[src/rtl/gpr_wb_arbiter_pkg.sv]
// Shared widths, zero constants and round-robin requester encodings for the
// GPR writeback arbiter.
package gpr_wb_arbiter_pkg;

    localparam int unsigned DataBus_WIDTH    = 64;
    localparam int unsigned RegAddrBus_WIDTH = 5;

    localparam logic [RegAddrBus_WIDTH-1:0] GPR0    = '0;
    localparam logic [DataBus_WIDTH-1:0]    DW_ZERO = '0;

    // Identity of the requester granted most recently.
    typedef enum logic {
        WBA_REQ_EXU = 1'b0,
        WBA_REQ_LSU = 1'b1
    } wba_req_e;

endpackage

[src/rtl/gpr_wb_arbiter_scoreboard.sv]
// Pending-write scoreboard: one busy bit per GPR, set when decode issues a
// producer and cleared when the register file commits it. Register 0 is never
// busy.
module gpr_scoreboard #(
    parameter int unsigned ADDR_W  = 5,
    parameter int unsigned NUM_GPR = 32
) (
    input  logic              clk_i,
    input  logic              rst_i,
    input  logic              set_i,
    input  logic [ADDR_W-1:0] set_addr_i,
    input  logic              clr_i,
    input  logic [ADDR_W-1:0] clr_addr_i,
    input  logic [ADDR_W-1:0] rs1_addr_i,
    output logic              rs1_busy_o,
    input  logic [ADDR_W-1:0] rs2_addr_i,
    output logic              rs2_busy_o,
    output logic              any_busy_o
);

    logic [NUM_GPR-1:0] busy_q;
    logic [NUM_GPR-1:0] busy_d;

    // Next busy vector: clear on commit, then set on issue so a new producer wins.
    always_comb begin
        busy_d = busy_q;
        for (int unsigned i = 1; i < NUM_GPR; i++) begin
            if (clr_i && (clr_addr_i == ADDR_W'(i))) begin
                busy_d[i] = 1'b0;
            end
            if (set_i && (set_addr_i == ADDR_W'(i))) begin
                busy_d[i] = 1'b1;
            end
        end
        busy_d[0] = 1'b0;
    end

    // Busy vector register with synchronous reset.
    always_ff @(posedge clk_i) begin
        if (rst_i) begin
            busy_q <= '0;
        end else begin
            busy_q <= busy_d;
        end
    end

    // Combinational lookups for the two decode source operands.
    always_comb begin
        rs1_busy_o = 1'b0;
        rs2_busy_o = 1'b0;
        for (int unsigned i = 1; i < NUM_GPR; i++) begin
            if (rs1_addr_i == ADDR_W'(i)) begin
                rs1_busy_o = busy_q[i];
            end
            if (rs2_addr_i == ADDR_W'(i)) begin
                rs2_busy_o = busy_q[i];
            end
        end
    end

    assign any_busy_o = |busy_q;

endmodule

[src/rtl/gpr_wb_arbiter.sv]
// Round-robin arbiter sharing the GPR write port between EXU and LSU
// writebacks, with a registered write stage and a RAW scoreboard.
module gpr_wb_arbiter
    import gpr_wb_arbiter_pkg::*;
#(
    parameter int unsigned DATA_W  = DataBus_WIDTH,
    parameter int unsigned ADDR_W  = RegAddrBus_WIDTH,
    parameter int unsigned NUM_GPR = 32
) (
    input  logic              wba_clk_i,
    input  logic              wba_rst_i,

    input  logic              exu_wb_valid_i,
    output logic              exu_wb_ready_o,
    input  logic [ADDR_W-1:0] exu_wb_addr_i,
    input  logic [DATA_W-1:0] exu_wb_data_i,

    input  logic              lsu_wb_valid_i,
    output logic              lsu_wb_ready_o,
    input  logic [ADDR_W-1:0] lsu_wb_addr_i,
    input  logic [DATA_W-1:0] lsu_wb_data_i,

    output logic              reg_wen_o,
    output logic [ADDR_W-1:0] reg_waddr_o,
    output logic [DATA_W-1:0] reg_wdata_o,

    input  logic              sb_set_i,
    input  logic [ADDR_W-1:0] sb_set_addr_i,
    input  logic [ADDR_W-1:0] rs1_addr_i,
    output logic              rs1_busy_o,
    input  logic [ADDR_W-1:0] rs2_addr_i,
    output logic              rs2_busy_o,
    output logic              sb_any_busy_o
);

    wba_req_e          rr_q;
    wba_req_e          rr_d;
    logic              gnt_exu;
    logic              gnt_lsu;
    logic              wen_q;
    logic              wen_d;
    logic [ADDR_W-1:0] waddr_q;
    logic [ADDR_W-1:0] waddr_d;
    logic [DATA_W-1:0] wdata_q;
    logic [DATA_W-1:0] wdata_d;

    // Grant from valids and the last-granted pointer only; nothing granted in reset.
    always_comb begin
        gnt_exu = 1'b0;
        gnt_lsu = 1'b0;
        if (!wba_rst_i) begin
            if (exu_wb_valid_i && lsu_wb_valid_i) begin
                if (rr_q == WBA_REQ_LSU) begin
                    gnt_exu = 1'b1;
                end else begin
                    gnt_lsu = 1'b1;
                end
            end else begin
                gnt_exu = exu_wb_valid_i;
                gnt_lsu = lsu_wb_valid_i;
            end
        end
    end

    assign exu_wb_ready_o = gnt_exu;
    assign lsu_wb_ready_o = gnt_lsu;

    // Load the write stage from the granted requester and advance the pointer on a transfer.
    always_comb begin
        rr_d    = rr_q;
        wen_d   = 1'b0;
        waddr_d = waddr_q;
        wdata_d = wdata_q;
        if (gnt_exu) begin
            rr_d    = WBA_REQ_EXU;
            wen_d   = (exu_wb_addr_i != '0);
            waddr_d = exu_wb_addr_i;
            wdata_d = exu_wb_data_i;
        end else if (gnt_lsu) begin
            rr_d    = WBA_REQ_LSU;
            wen_d   = (lsu_wb_addr_i != '0);
            waddr_d = lsu_wb_addr_i;
            wdata_d = lsu_wb_data_i;
        end
    end

    // Pointer and output-stage registers with synchronous reset.
    always_ff @(posedge wba_clk_i) begin
        if (wba_rst_i) begin
            rr_q    <= WBA_REQ_LSU;
            wen_q   <= 1'b0;
            waddr_q <= '0;
            wdata_q <= '0;
        end else begin
            rr_q    <= rr_d;
            wen_q   <= wen_d;
            waddr_q <= waddr_d;
            wdata_q <= wdata_d;
        end
    end

    // A write accepted just before reset is suppressed in the reset cycle so
    // the register file never commits it at the reset edge.
    assign reg_wen_o   = wen_q & ~wba_rst_i;
    assign reg_waddr_o = waddr_q;
    assign reg_wdata_o = wdata_q;

    gpr_scoreboard #(
        .ADDR_W  (ADDR_W),
        .NUM_GPR (NUM_GPR)
    ) u_scoreboard (
        .clk_i      (wba_clk_i),
        .rst_i      (wba_rst_i),
        .set_i      (sb_set_i),
        .set_addr_i (sb_set_addr_i),
        .clr_i      (reg_wen_o),
        .clr_addr_i (reg_waddr_o),
        .rs1_addr_i (rs1_addr_i),
        .rs1_busy_o (rs1_busy_o),
        .rs2_addr_i (rs2_addr_i),
        .rs2_busy_o (rs2_busy_o),
        .any_busy_o (sb_any_busy_o)
    );

endmodule

[config.mk]
export PLATFORM = sky130hd
export DESIGN_NAME = gpr_wb_arbiter
export DESIGN_NICKNAME = d
export VERILOG_FILES = /design/src/rtl/gpr_wb_arbiter_pkg.sv /design/src/rtl/gpr_wb_arbiter_scoreboard.sv /design/src/rtl/gpr_wb_arbiter.sv
export SDC_FILE = /design/constraint.sdc
export NUM_CORES = 1
export LEC_CHECK = 0
export ABC_AREA = 1
export CORE_AREA = 4 4 104 146
export DETAILED_ROUTE_END_ITERATION = 8
export DIE_AREA = 0 0 108 150
export HOLD_SLACK_MARGIN = 0.06
export PLACE_DENSITY = 0.86
export SETUP_SLACK_MARGIN = 0.05
export SLEW_MARGIN = 30
export SYNTH_ARGS = -nofsm -noshare
export SYNTH_HDL_FRONTEND = slang
export SYNTH_HIERARCHICAL = 1
export SYNTH_SLANG_ARGS = --single-unit
[constraint.sdc]
create_clock -name wba_clk_i -period 3.27 [get_ports wba_clk_i]
set_input_delay 0.4905 -clock wba_clk_i [delete_from_list [all_inputs] [get_ports wba_clk_i]]
set_output_delay 0.4905 -clock wba_clk_i [all_outputs]
set_load 0.03 [all_outputs]
After elaboration in Yosys (flattened, before gate mapping):

Index checks and enable logic that the tools add are counted.

* register bits after elaboration: 103
* bits of input ports: 158
* output and inout bits: 75
* logic and storage cells: 398

* eq/ne operators: 124
* muxes and demuxes: 138
* bitwise gates (word level): 2
* reductions and logical operators: 98

Operators by type and width (count)
* $eq 5x5->1 const B: 64
* $eq 5x4->1 const B: 32
* $mux 1: 134
* $mux 64: 2
* $eq 5x3->1 const B: 16
* $reduce_bool 2->1: 32
* $logic_and 1x1->1: 63
* $eq 5x2->1 const B: 8
* $reduce_or 32->1: 1
* $eq 5x1->1 const B: 4
* $mux 5: 2
* $reduce_bool 5->1: 2
* $and 1x1->1: 1
* $not 1->1: 1

Logic depth before layout (Yosys ltp):

Gate-level depths: netlist (run 1).

* word-level depth: 32
* depth in mapped cells: 22

By module:

The synthesis (run 1) kept the hierarchy.

By module, submodules not included
* gpr_wb_arbiter: times used 1, cells an instance 573, area an instance 3809.9 µm², sequential area each 1421.4 µm²
* gpr_scoreboard: times used 1, cells an instance 398, area an instance 2313.5 µm², sequential area each 620.6 µm²

Worst setup path before layout (run 1):

OpenSTA, ideal clock, no wires.

* kind: input-to-output
* start point: in rs2_addr_i[1]
* end point: out rs2_busy_o
* arrival time: 2.093 ns
* required time: 2.779 ns
* slack: 0.687 ns
* stages: 21
* buffers on the path: 1
* cell sequence: buf_4 -> nor2_4 -> nand2_2 -> nor2_2 -> nor2_1 -> nand2_1 -> nand4_1 -> nor2_1 -> nand4_1 -> nor2_1 -> nand3_1 -> nand2_1 -> nand3_1 -> nand2_1 -> nand4_1 -> nand2_1 -> nand3_1 -> nand2_1 -> nand3_1 -> nand2_1 -> nand3_1

* longest elaborated chain between the ends: 32
* elaborated cells on any way between the ends: 62
* those cells by class: 31 x eq/ne; 31 x mux

RTL lines
* from (decl): RTL line gpr_wb_arbiter.sv:31 `input logic [ADDR_W-1:0] rs2_addr_i,`
* $eq 5x1->1: RTL line gpr_wb_arbiter_scoreboard.sv:55 `if (rs2_addr_i == ADDR_W'(i)) begin`
* $mux 1 (30 in series): RTL line gpr_wb_arbiter_scoreboard.sv:55
* $mux 1 (*): RTL line gpr_wb_arbiter_scoreboard.sv:55
* to (decl): RTL line gpr_wb_arbiter.sv:32 `output logic rs2_busy_o,`

Mark *: on every way between the ends. The rest lies on a longest branch, timed or not.

Worst setup path in the final report (run 1):

* start point: in rs2_addr_i[0]
* end point: out rs2_busy_o

The elaborated chain is that of the path after synthesis.

==> results of run 1 <==
==> metal layers <==
| metal | GRT usage (%) | share of wire, % | vias to the layer above |
|---|---|---|---|
| met5 | 0 | 0 | - |
| met4 | 12.57 | 4.2 | 0 |
| met3 | 8.891 | 9.4 | 67 |
| li1 | - | - | 3680 |
| met1 | 29.55 | 36 | 3329 |
| met2 | 50.00 | 50 | 336 |
==> state kept, by name, summed over array words and instances (netlist names) <==
register             flops
reg_wdata_o             64
rr_q                     1
u_scoreboard/busy_q     31
wen_q                    1
reg_waddr_o              5
==> power groups by stage <==
stage	clock network [mW]	registers, mW	logic (mW)
after global placement	0	1.42	1.08
after global routing	1.04	1.41	1.18
final	0.983	1.40	1.10
after floorplan	0	1.60	0.392
after detailed placement	0	1.43	1.09
after CTS	1.01	1.40	1.09
==> kinds of logic (layout without fill, tap and decap cells) <==
family	after synthesis	count (layout)	synth area share, %
buffers and inverters	146	386	10.60
AOI/OAI and AO/OA	198	198	19.08
and+or+nand+nor	525	525	36.96
DFF	102	102	33.35
other	0	1	0
==> what timing repair did <==
item | CTS | global route
hold buffers | 0 | 0
setup endpoints to repair | 2 | 2
resized for setup | 11 | 27
pin swaps | 0 | 13
setup buffers | 0 | 4
==> synth_stat cells (2+ instances only) <==
library cell	number	share of area, %
a21boi_0	45	5.5
a21boi_1	7	0.86
a21oi_1	103	8.4
a31oi_1	2	0.20
buf_2	25	2.0
buf_4	4	0.49
buf_6	6	1.1
clkbuf_1	25	1.5
dfxtp_1	102	33
inv_1	73	4.5
inv_2	8	0.49
inv_4	4	0.41
nand2_1	191	12
nand2_2	3	0.31
nand3_1	118	9.6
nand4_1	20	2.0
nor2_1	164	10
nor2_2	3	0.31
nor2_4	4	0.74
nor3_1	8	0.65
nor4_1	9	0.92
nor4b_1	2	0.29
o211ai_1	3	0.37
o21ai_0	29	2.4
o41ai_1	2	0.29
or2_2	3	0.31
==> final cells by class <==
| cell class | count | area share, % |
|---|---|---|
| clock buffers | 10 | 2.518 |
| clock inverters | 6 | 0.4265 |
| flip-flops and latches | 102 | 22.45 |
| multi-input cells | 723 | 37.96 |
| repair buffers | 285 | 30.40 |
| well taps | 185 | 2.545 |
| inverters | 85 | 3.673 |
| diodes | 1 | 0.02751 |
==> placed cells by master, fill, tap and decap left out, drive strengths merged <==
| master | count |
|---|---|
| a21boi | 52 |
| clkinvlp | 2 |
| clkinv | 4 |
| diode | 1 |
| a31oi | 2 |
| o2111ai | 1 |
| o21ai | 31 |
| a21oi | 103 |
| buf | 57 |
| or2 | 3 |
| a41oi | 1 |
| clkdlybuf4s50 | 218 |
| nor4b | 2 |
| o211ai | 3 |
| nor2 | 171 |
| a32o | 1 |
| clkbuf | 11 |
| nand4 | 20 |
| nand2 | 194 |
| inv | 85 |
| a31o | 1 |
| dlymetal6s2s | 9 |
| dfxtp | 102 |
| o41ai | 2 |
| nand3 | 118 |
| nor3 | 8 |
| nor4 | 9 |
| o31ai | 1 |
==> through the flow <==
step | power [mW] | hold WS, ns | worst slack, ns | TNS, ns
2_1_floorplan | 1.992 | 0.4519 | 0.6870 | 0
3_3_place_gp | 2.503 | 0.4672 | -0.3667 | -0.7067
3_5_place_dp | 2.517 | 0.4776 | -0.3676 | -0.7090
4_1_cts | 3.503 | 0.4497 | 0.04573 | 0
5_1_grt | 3.641 | 0.5107 | 0.1121 | 0
6_report | 3.488 | 0.4653 | 0.3320 | 0
==> final timing paths <==
| kind | from | endpoint | slack (ns) | cells after the start |
|---|---|---|---|---|
| max | rs2_addr_i[0] | rs2_busy_o | 0.33 | 24 |
| min | wba_rst_i | reg_waddr_o[4] | 0.47 | 4 |
| max reg2reg | rr_q | reg_wdata_o[3] | 1.59 | 6 |
| min reg2reg | u_scoreboard/busy_q[16] | u_scoreboard/busy_q[16] | 0.50 | 2 |
==> critical path: cells and delay by family <==
family,cells,cell delay (ns)
and+or+nand+nor,20,1.44
buffers and inverters,4,0.52
==> impl_metrics.py, run 1 <==
metrics = {
    "grt": {
        "grt_pass1_wl_um": 35200,
        "grt_start_max_net_pins": 122,
        "grt_overflow": 0,
        "antenna_found_initial": 0,
        "grt_pass1_vias": 6887,
        "grt.total_usage_pct": 27.92,
    },
    "power_and_ir_drop": {
        "p_int_mw": 2.350,
        "irDropWorstVdd_v": 0.0002894,
        "seq_power_share_pct": 40.2,
        "p_sw_mw": 1.138,
        "swShare_pct": 32.63,
        "powerDensity_mw_per_mm2": 383.5,
        "p_clk_share_pct": 28.2,
        "p_leak_nw": 3.846,
        "combinationalPowerShare_pct": 31.7,
    },
    "yosys": {
        "synth_edf_count": 0,
        "yosysSeqAreaShare_pct": 33.35,
        "ys_types": 34,
        "synthesis.area_mm2": 0.006123,
        "synthArstFlopShare_pct": 0,
        "syn_nets": 1129,
        "ys_ff_latch": 102,
        "synthFlopType": "dfxtp_1",
        "yosys_warnings": 6,
        "syn_avg_cell_area_um2": 6.306,
        "syn_inst": 971,
    },
    "die": {
        "num_io_pins": 233,
        "core-area_mm2": 0.01385,
        "dieArea_mm2": 0.01620,
        "start_util_pct": 44.22,
        "rows": 51,
        "die_y_um": 150,
        "die_w_um": 108,
    },
    "finish": {
        "nets": 1364,
        "fin_cells": 1397,
        "multiInputGateArea_mm2": 0.003452,
        "nFillCells": 1224,
        "seq_area_mm2": 0.002042,
        "finalInstanceArea_mm2": 0.009095,
        "fin_util_pct": 65.68,
        "syn_to_final_growth_pct": 48.53,
        "layout-drive-gt1-share_pct": 8.918,
    },
    "timing": {
        "setup_viol": 0,
        "fin_crit_ns": 2.938,
        "finClkSkew_ns": 0.008015,
        "slew_viol_final": 0,
        "fmax_mhz": 340.4,
        "final_hold_viol_count": 0,
        "slew_headroom_pct": 42.21,
        "post-route-period-util_pct": 89.85,
        "tightest_slew_ns": 0.8668,
        "rsz0062_at_grt": "false",
    },
    "worst_setup_path": {
        "path_cells": "dlymetal6s2s_1 > buf_6 > buf_12 > nor2_4 > nand2_2 > nand2_1 > nor2_1 > nand2_1 > nand4_1 > nor2_1 > nand4_1 > nor2_1 > nand3_1 > nand2_1 > nand3_1 > nand2_1 > nand4_1 > nand2_1 > nand3_1 > nand2_1 > nand3_1 > nand2_1 > nand3_1 > buf_6",
        "crit_path_top_delay_cell": "buf_6",
        "path_max_fanout": 6,
        "cp.arrival_ns": 2.45,
        "cp_common_cell": "nand2_1",
        "worstSetupPathType": "in2out",
        "worstSetupEndpointType": "primary output",
        "cpPeakStageDelay_ns": 0.14,
        "required_ns": 2.78,
        "start_kind": "primary input",
    },
    "clock_tree": {
        "clk_latency_ns": 0.34,
        "h-tree-depth": 3,
        "clock_path_buffers": 2,
        "clockRootBuffer": "clkbuf_16",
        "tritoncts": "done",
        "clk_pin_slew_ns": 0.07,
        "cts.sinks": 102,
        "cts_buffers": 9,
    },
    "placed_design": {
        "dpl_cell_area_mm2": 0.008740,
        "gp_congestion": 1.020,
        "dp.cells": 1376,
        "dpl.hpwl_um": 17870,
        "port_buffers": 232,
    },
    "routing": {
        "wl_per_cell_um": 16.69,
        "first_pass_iters": 5,
        "drtIter0Drc": 505,
        "drtAntennaViolNets": 0,
        "viasPerCell": 5.306,
        "vias": 7412,
        "route.detailed.drc": 0,
        "finalWirelength_um": 23320,
    },
    "outcome": {
        "outcome": "completed",
    },
    "run": {
        "cap_violations": 0,
    },
    "hold_path": {
        "hold_path_class": "in2reg",
    },
}
No activity file was read; power rests on OpenSTA's default activity.
==> run 2, diff against run 1 <==
- CORE_AREA: 4 4 104 146 -> 4 4 122 124
- DIE_AREA: 0 0 108 150 -> 0 0 126 128
- PLACE_DENSITY: 0.86 -> 0.87
- REMOVE_ABC_BUFFERS: default -> 1
==> impl_metrics.py, run 2 (synthesis gave the netlist of run 1 again) <==
metrics = {
    "routing": {
        "route.detailed.drc": 0,
        "first_pass_iters": 5,
        "drtAntennaViolNets": 0,
        "wl_per_cell_um": 16.48,
        "viasPerCell": 5.426,
        "vias": 7499,
        "finalWirelength_um": 22770,
        "drtIter0Drc": 529,
    },
    "power_and_ir_drop": {
        "p_clk_share_pct": 29.5,
        "p_leak_nw": 3.821,
        "swShare_pct": 33.25,
        "power_mw": 3.544,
        "powerDensity_mw_per_mm2": 392.1,
        "combinationalPowerShare_pct": 30.9,
        "p_sw_mw": 1.178,
        "irDropWorstVdd_v": 0.0002793,
        "seq_power_share_pct": 39.6,
        "p_int_mw": 2.366,
    },
    "placed_design": {
        "dpl.hpwl_um": 17260,
        "gp_congestion": 0.9895,
        "dp.cells": 1365,
        "port_buffers": 232,
    },
    "timing": {
        "fin_crit_ns": 2.941,
        "final_hold_viol_count": 0,
        "tightest_slew_ns": 0.5693,
        "holdWs_ns": 0.5035,
        "rsz0062_at_grt": "true",
        "post-route-period-util_pct": 89.95,
        "slew_headroom_pct": 62.05,
        "setup_viol": 0,
        "slew_viol_final": 0,
        "fmax_mhz": 340.0,
        "tns_ns": 0,
        "finClkSkew_ns": 0.009245,
    },
    "grt": {
        "grt_start_max_net_pins": 122,
        "grt_pass1_wl_um": 35380,
        "grt-busiest-layer": "met2",
        "use_met3_pct": 8.167,
        "antenna_found_initial": 1,
        "grtUsageMet1_pct": 30.44,
        "grt_pass1_vias": 7003,
        "grt_overflow": 0,
        "grtUsageMet2_pct": 48.42,
        "grt.total_usage_pct": 27.01,
    },
    "clock_tree": {
        "clockRootBuffer": "clkbuf_16",
        "clk_pin_slew_ns": 0.07,
        "cts_hold_buf": 0,
        "h-tree-depth": 3,
        "tritoncts": "done",
        "cts_buffers": 9,
        "clock_path_buffers": 2,
        "clk_latency_ns": 0.34,
        "cts.sinks": 102,
    },
    "finish": {
        "syn_to_final_growth_pct": 47.61,
        "insertedDiodeCount": 0,
        "largest_reg_flops": 64,
        "final_cell_mix": "clkdlybuf4s50_1 (218), nand2_1 (187), nor2_1 (164)",
        "nets": 1355,
        "layout-drive-gt1-share_pct": 8.236,
        "mostFrequentLayoutCell": "clkdlybuf4s50_1",
        "fin_cells": 1382,
        "nFillCells": 1222,
    },
    "worst_setup_path": {
        "path_cells": "dlymetal6s2s_1 > buf_6 > nor2_4 > nand2_2 > nor2_2 > nor2_1 > nand2_1 > nand4_1 > nor2_1 > nand4_1 > nor2_1 > nand3_1 > nand2_1 > nand3_1 > nand2_1 > nand4_1 > nand2_1 > nand3_1 > nand2_1 > nand3_1 > nand2_1 > nand3_2 > buf_6",
        "r2r_cells": 6,
        "path_max_fanout": 6,
        "cp_common_cell": "nand2_1",
        "cpPeakStageDelay_ns": 0.14,
        "start_kind": "primary input",
        "crit_cells": 23,
        "required_ns": 2.78,
        "critPathTopFamily": "simple AND/OR/NAND/NOR gates",
        "cp.arrival_ns": 2.45,
        "worstSetupPathType": "in2out",
        "cp.buffers_inverters": 3,
        "worstSetupEndpointType": "primary output",
        "crit_path_top_delay_cell": "buf_6",
    },
    "die": {
        "num_io_pins": 233,
        "start_util_pct": 44.46,
        "dieArea_mm2": 0.01613,
        "die_y_um": 128,
        "rows": 43,
        "core-area_mm2": 0.01377,
        "die_w_um": 126,
    },
    "outcome": {
        "outcome": "completed",
    },
    "run": {
        "cap_violations": 0,
    },
    "hold_path": {
        "holdPathStages": 2,
        "hold_path_class": "reg2reg",
    },
}
-- run 2: final timing paths --
kind / start / slack (ns) / endpoint
worst min register to register: reg_wdata_o[40] / 0.50 / reg_wdata_o[40]
worst min-delay path: reg_wdata_o[40] / 0.50 / reg_wdata_o[40]
worst max register to register: rr_q / 1.61 / reg_wdata_o[27]
worst max-delay path: rs2_addr_i[1] / 0.33 / rs2_busy_o
-- run 2: cell type report --
type	instances	area, um^2	area share, %
Clock buffer	9	225.2	2.492
Clock inverter	7	66.31	0.7337
Inverter	85	334.1	3.696
Multi-Input combinational cell	723	3452	38.19
Sequential cell	102	2042	22.59
Tap cell	180	225.2	2.492
Timing Repair Buffer	276	2694	29.80
-- run 2: power groups by stage --
stage          sequential [mW]  combinational [mW]  clock (mW)
4_1_cts                   1.40                1.09        1.07
6_report                  1.40                1.10        1.05
3_3_place_gp              1.42                1.08           0
2_1_floorplan             1.60               0.347           0
5_1_grt                   1.41                1.17        1.12
3_5_place_dp              1.43                1.08           0
-- run 2: timing repair --
| item | in CTS | in global routing |
|---|---|---|
| endpoints found under the setup margin | 2 | 2 |
| pin swaps | 0 | 9 |
| buffers inserted | 0 | 1 |
| resized for setup | 6 | 24 |
-- run 2: worst min-delay path, cell delays in order, from the launching register on --
cell,delay (ns)
dfxtp_1,0.33
a21oi_1,0.06
nor2_1,0.08
-- run 2: stage by stage --
stage          worst slack (ns)  util (%)  cell area (um^2)
2_1_floorplan           -0.3284         -              5803
3_3_place_gp            -0.3301     63.14              8696
3_5_place_dp            -0.3577     63.14              8696
4_1_cts                 0.04407     65.21              8981
5_1_grt                 0.03050     65.63              9039
6_report                 0.3286     65.63              9039
-- run 2: routing by layer --
layer / up-vias / wire, um
li1: 3662 / -
met1: 3405 / 8550
met2: 377 / 11490
met3: 53 / 2039
met4: 2 / 677
met5: - / 13
